[src/rtl/vga_timing_pkg.sv]
// Shared constants and types for the VGA raster timing block.
// Defaults describe 640x480@60 Hz.
package vga_timing_pkg;

  localparam int POS_W = 10;

  localparam int H_DISPLAY_DEF = 640;
  localparam int H_FRONT_DEF   = 16;
  localparam int H_SYNC_DEF    = 96;
  localparam int H_BACK_DEF    = 48;
  localparam int V_DISPLAY_DEF = 480;
  localparam int V_FRONT_DEF   = 10;
  localparam int V_SYNC_DEF    = 2;
  localparam int V_BACK_DEF    = 33;

  typedef struct packed {
    logic [POS_W-1:0] hpos;
    logic [POS_W-1:0] vpos;
  } vga_pos_t;

  function automatic int h_total(int disp, int front, int sync, int back);
    return disp + front + sync + back;
  endfunction

  function automatic int v_total(int disp, int front, int sync, int back);
    return disp + front + sync + back;
  endfunction

endpackage

[src/rtl/vga_wrap_counter.sv]
// Modulo-N counter with enable. Exposes the next-state value so the parent can
// register flags that line up with the count it will present.
module vga_wrap_counter
  import vga_timing_pkg::*;
#(
  parameter int N = 800
) (
  input  logic             clk,
  input  logic             rst_n,
  input  logic             en,
  output logic [POS_W-1:0] count,
  output logic [POS_W-1:0] count_next,
  output logic             wrap
);

  localparam logic [POS_W-1:0] LAST = POS_W'(N - 1);

  logic [POS_W-1:0] count_q, count_d;

  always_comb begin
    wrap    = en && (count_q == LAST);
    count_d = count_q;
    if (en) count_d = wrap ? '0 : count_q + POS_W'(1);
  end

  // Reset to the last position so the first enabled step lands on 0.
  always_ff @(posedge clk) begin
    if (!rst_n) count_q <= LAST;
    else        count_q <= count_d;
  end

  assign count      = count_q;
  assign count_next = count_d;

endmodule

[src/rtl/vga_timing_gen.sv]
// Raster timing generator: position counters plus sync, display-enable and
// line/frame strobes, all registered from the next-state position.
module vga_timing_gen
  import vga_timing_pkg::*;
#(
  parameter int H_DISPLAY  = H_DISPLAY_DEF,
  parameter int H_FRONT    = H_FRONT_DEF,
  parameter int H_SYNC     = H_SYNC_DEF,
  parameter int H_BACK     = H_BACK_DEF,
  parameter int V_DISPLAY  = V_DISPLAY_DEF,
  parameter int V_FRONT    = V_FRONT_DEF,
  parameter int V_SYNC     = V_SYNC_DEF,
  parameter int V_BACK     = V_BACK_DEF,
  parameter int H_SYNC_POL = 0,
  parameter int V_SYNC_POL = 0
) (
  input  logic       clk,
  input  logic       rst_n,
  input  logic       pix_en,
  output logic [9:0] hpos,
  output logic [9:0] vpos,
  output logic       hsync,
  output logic       vsync,
  output logic       display_on,
  output logic       line_start,
  output logic       frame_start,
  output logic [7:0] frame_cnt
);

  localparam int H_TOTAL = h_total(H_DISPLAY, H_FRONT, H_SYNC, H_BACK);
  localparam int V_TOTAL = v_total(V_DISPLAY, V_FRONT, V_SYNC, V_BACK);

  localparam logic [POS_W-1:0] H_DISP_END = POS_W'(H_DISPLAY);
  localparam logic [POS_W-1:0] V_DISP_END = POS_W'(V_DISPLAY);
  localparam logic [POS_W-1:0] HS_START   = POS_W'(H_DISPLAY + H_FRONT);
  localparam logic [POS_W-1:0] HS_END     = POS_W'(H_DISPLAY + H_FRONT + H_SYNC - 1);
  localparam logic [POS_W-1:0] VS_START   = POS_W'(V_DISPLAY + V_FRONT);
  localparam logic [POS_W-1:0] VS_END     = POS_W'(V_DISPLAY + V_FRONT + V_SYNC - 1);
  localparam logic             HS_ACT     = (H_SYNC_POL != 0);
  localparam logic             VS_ACT     = (V_SYNC_POL != 0);

  generate
    if (H_TOTAL > 1024 || V_TOTAL > 1024) begin : g_bad_total
      $error("vga_timing_gen: H_TOTAL/V_TOTAL must not exceed 1024");
    end
  endgenerate

  vga_pos_t   pos_q, pos_d;
  logic       h_wrap, v_wrap;
  logic       hsync_q, hsync_d;
  logic       vsync_q, vsync_d;
  logic       disp_q, disp_d;
  logic       ls_q, ls_d;
  logic       fs_q, fs_d;
  logic [7:0] fcnt_q, fcnt_d;

  vga_wrap_counter #(.N(H_TOTAL)) u_hcnt (
    .clk        (clk),
    .rst_n      (rst_n),
    .en         (pix_en),
    .count      (pos_q.hpos),
    .count_next (pos_d.hpos),
    .wrap       (h_wrap)
  );

  vga_wrap_counter #(.N(V_TOTAL)) u_vcnt (
    .clk        (clk),
    .rst_n      (rst_n),
    .en         (pix_en & h_wrap),
    .count      (pos_q.vpos),
    .count_next (pos_d.vpos),
    .wrap       (v_wrap)
  );

  // Flags follow the next position; with pix_en low that equals the current
  // one, so levels hold while strobes are gated off.
  always_comb begin
    hsync_d = (pos_d.hpos >= HS_START && pos_d.hpos <= HS_END) ? HS_ACT : ~HS_ACT;
    vsync_d = (pos_d.vpos >= VS_START && pos_d.vpos <= VS_END) ? VS_ACT : ~VS_ACT;
    disp_d  = (pos_d.hpos < H_DISP_END) && (pos_d.vpos < V_DISP_END);
    ls_d    = pix_en && (pos_d.hpos == '0);
    fs_d    = ls_d && (pos_d.vpos == '0);
    fcnt_d  = fcnt_q;
    if (fs_d) fcnt_d = fcnt_q + 8'd1;
  end

  always_ff @(posedge clk) begin
    if (!rst_n) begin
      hsync_q <= ~HS_ACT;
      vsync_q <= ~VS_ACT;
      disp_q  <= 1'b0;
      ls_q    <= 1'b0;
      fs_q    <= 1'b0;
      fcnt_q  <= '0;
    end else begin
      hsync_q <= hsync_d;
      vsync_q <= vsync_d;
      disp_q  <= disp_d;
      ls_q    <= ls_d;
      fs_q    <= fs_d;
      fcnt_q  <= fcnt_d;
    end
  end

  assign hpos        = pos_q.hpos;
  assign vpos        = pos_q.vpos;
  assign hsync       = hsync_q;
  assign vsync       = vsync_q;
  assign display_on  = disp_q;
  assign line_start  = ls_q;
  assign frame_start = fs_q;
  assign frame_cnt   = fcnt_q;

  logic unused_v_wrap;
  assign unused_v_wrap = v_wrap;

endmodule

[config.mk]
export PLATFORM = sky130hd
export DESIGN_NAME = vga_timing_gen
export DESIGN_NICKNAME = d
export VERILOG_FILES = /design/src/rtl/vga_timing_pkg.sv /design/src/rtl/vga_wrap_counter.sv /design/src/rtl/vga_timing_gen.sv
export SDC_FILE = /design/constraint.sdc
export NUM_CORES = 1
export LEC_CHECK = 0
export ABC_AREA = 0
export ABC_CLOCK_PERIOD_IN_PS = 2570
export CORE_ASPECT_RATIO = 2
export CORE_MARGIN = 3
export CORE_UTILIZATION = 50
export CTS_BUF_LIST = sky130_fd_sc_hd__clkbuf_4
export DETAILED_ROUTE_END_ITERATION = 12
export PLACE_DENSITY = 0.82
export SYNTH_ARGS = -nofsm -noshare
export SYNTH_HDL_FRONTEND = slang
export SYNTH_SLANG_ARGS = --single-unit
[constraint.sdc]
create_clock -name clk -period 2.57 [get_ports clk]
set_input_delay 0.257 -clock clk [delete_from_list [all_inputs] [get_ports clk]]
set_output_delay 0.257 -clock clk [all_outputs]
set_load 0.02 [all_outputs]
==> key figures <==
Yosys
  – Synth async-reset ratio: 0%
  – Cell Area, Synth: 2100 um2
  – Syn Nets: 270
  – Ys flop type: dfxtp_1
  – Seq/Total Area, Yosys: 31.4%
  – Synth Instances: 263
  – Number of flops mapped to enable cells by yosys: 0
  – Largest area contributor in the netlist: dfxtp_1
  – Yosys reg bits: 33
  – Yosys warning count: 0
  – Avg Cell Area, Syn: 8.00 um2
  – Library cells used by synthesis: 58
  – Share of the synthesized area in the top cell type: 31.4%
  – Top cells by area, synth: dfxtp_1 31%, nand2_1 4.1%, a21oi_1 3.8%

CTS
  – CTS Buffer Depth: 2
  – Clock root buffer: clkbuf_4
  – Clock transition at path regs: 0.11 ns
  – Later-pin clock latency in the skew report: 0.34 ns
  – CTS tree: yes
  – CTS sink cnt: 33
  – CTS buffer count: 5
  – H-tree depth: 2

STA
  – Hold_ws: 0.566 ns
  – Slew HR: 61.3%
  – Clock period minus worst slack: 2.50 ns
  – Final hold violations: 0
  – Fin crit share: 97.4%
  – RSZ-0062 raised after global routing: yes
  – Final setup viols: 0
  – Final worst slack: 0.0662 ns
  – Final Max Slew Viols: 0
  – Clock skew: 0.0134 ns
  – Slew @ Worst Pin: 0.566 ns
  – Fmax: 399 MHz

Routing
  – WL final: 6.05 mm
  – Via density: 5.99
  – First-pass DRT Iterations: 4
  – DRT iter0 DRCs: 97
  – Remaining DRCs: 0
  – Antenna Violating Nets Remaining: 0
  – DR WL/cell: 15.9 um
  – DR vias: 2,277

Layout
  – Antenna Cells: 0
  – Register area: 676 um2
  – Commonest non-fill, non-tap cells in the layout: 42 x buf_4, 35 x clkdlybuf4s50_1, 25 x dfxtp_1, 23 x nand2_1, 17 x nor2_1
  – Multi-input logic area: 1320 um2
  – Nets: 335
  – Layout Area Growth over Synthesis: 36.5%
  – Layout cells sized above 1: 23.7%
  – Fill count: 295
  – Commonest non-fill, non-tap cell in the layout: buf_4

GRT
  – First-pass GRT wire length: 9.80 mm
  – Antenna violations before repair: 0
  – Top Usage Layer GRT: met2
  – Vias in the first global route: 2,159
  – Grt met2 use: 46.2%
  – All-Layer GR Usage: 25.1%
  – Global routing met1 resource utilization: 24.2%
  – Total gr overflow: 0
  – GRT met3 Usage: 4.15%
  – Largest net degree at the start of global routing: 16

Power
  – P per Cell Area: 540 nW/um2
  – Comb pwr share: 38.3%
  – Sw Ratio: 34.1%
  – Clock share of power: 25.2%
  – Sw Pwr: 0.529 mW
  – Maximum VDD drop: 598 uV
  – Flop pwr share: 36.5%
  – Lkg Pwr: 1.10 nW
  – Internal: 1.02 mW

Floorplan
  – Core area: 3960 um2
  – DIE WIDTH: 51.9 um
  – I/O pin total: 36
  – Initial Utilization: 53.1%
  – Die Area: 5070 um2
  – Die height: 97.7 um
  – Std-Cell Rows: 32

Min path
  – Min-delay worst type: register to register
  – Hold Crit Depth: 2

Setup path
  – WP data arrival: 2.75 ns
  – Maximum fanout along the worst path: 15
  – Req. time, crit path: 2.82 ns
  – Startpoint types: register
  – Worst R2R Path Depth: 9
  – Critical path type: register to register
  – Critical Path Sink Type: register

Placement
  – Final Wtd Congestion: 0.973
  – Detailed Place HPWL: 4.60 mm
  – Pre-CTS setup slack: -0.182 ns
  – I/O Buffers: 35

Outcome
  – Status: completed

Flow run
  – Max_cap viols: 0
[layer usage]
layer  share of wire, %  vias to the layer above
li1                   -                     1098
met5                  0                        -
met1                 35                     1050
met3                4.2                       36
met4                6.5                        0
met2                 55                       93
[through the flow]
step / utilization [%] / instances / setup TNS [ns] / instance area, um2 / total power [mW]
global placement: 69.2 / 369 / -0.707 / 2740 / 1.12
finish: 72.4 / 380 / 0 / 2870 / 1.55
global route: 72.4 / 380 / -0.235 / 2870 / 1.62
floorplan: - / 263 / -0.103 / 2140 / 0.913
detailed placement: 69.2 / 369 / -1.24 / 2740 / 1.13
CTS: 71.3 / 377 / 0 / 2830 / 1.52
[kinds of logic (layout without fill, tap and decap cells)]
kind of cell | after synthesis | count (layout) | synth area share [%]
AOI/OAI and AO/OA | 64 | 64 | 21.1
DFF | 33 | 33 | 31.4
adders and majority gates | 4 | 4 | 2.38
and+or+nand+nor | 114 | 114 | 30.6
muxes | 5 | 5 | 2.38
buffers and inverters | 32 | 98 | 7.55
xor gates and xnor gates | 11 | 11 | 4.58
[power groups by stage]
stage | registers (mW) | logic [mW] | clock network [mW]
2_1_floorplan | 0.612 | 0.301 | 0
3_3_place_gp | 0.578 | 0.543 | 0
3_5_place_dp | 0.579 | 0.555 | 0
4_1_cts | 0.568 | 0.559 | 0.397
5_1_grt | 0.569 | 0.636 | 0.412
6_report | 0.566 | 0.595 | 0.391
[worst max-delay path, cell delays in order, from the launching register on]
cell and delay (ns):
dfxtp_4 0.38, ha_4 0.13, nand4_1 0.22, or4_4 0.49
a221o_1 0.33, a2111oi_2 0.19, and4_1 0.28, buf_12 0.15
mux2i_1 0.18, nor2_1 0.05
[timing repair]
action / 4_1_cts / 5_1_grt
gates resized for setup: 1 / 5
pin swaps: 0 / 1
setup buffers: 0 / 3
cloned: 0 / 0
hold buffers: 0 / 0
setup endpoints to repair: 1 / 9
[worst paths after layout]
kind	start	slack, ns	endpoint
worst max-delay path	u_hcnt.count[0]$_SDFF_PN1_	0.07	frame_cnt[1]$_SDFFE_PN0P_
worst max register to register	u_hcnt.count[0]$_SDFF_PN1_	0.07	frame_cnt[1]$_SDFFE_PN0P_
worst min-delay path	u_vcnt.count[4]$_SDFF_PN0_	0.57	u_vcnt.count[4]$_SDFF_PN0_
worst min register to register	u_vcnt.count[4]$_SDFF_PN0_	0.57	u_vcnt.count[4]$_SDFF_PN0_
[flip-flops by register name, indices dropped and copies added, names as in the netlist]
register      flops
u_vcnt.count     10
hsync             1
frame_start       1
u_hcnt.count     10
line_start        1
frame_cnt         8
vsync             1
display_on        1
[cell type report]
type | instances | area share (%)
Tap cell | 51 | 2.22
Timing Repair Buffer | 78 | 23.9
Clock buffer | 6 | 1.57
Sequential cell | 33 | 23.5
Clock inverter | 2 | 1.18
Multi-Input combinational cell | 198 | 46.1
Inverter | 12 | 1.57
[cells in the mapped netlist (5+ instances only)]
| cell | instances |
|---|---|
| a21oi_1 | 16 |
| and3_1 | 7 |
| and4_1 | 5 |
| clkbuf_1 | 13 |
| dfxtp_1 | 33 |
| inv_1 | 11 |
| mux2i_1 | 5 |
| nand2_1 | 23 |
| nand3_1 | 11 |
| nand4_1 | 8 |
| nor2_1 | 17 |
| nor3_1 | 8 |
| nor4_1 | 5 |
| o21ai_0 | 11 |
| or3_1 | 5 |
| xnor2_1 | 8 |
(Power assumes the default switching activity.)
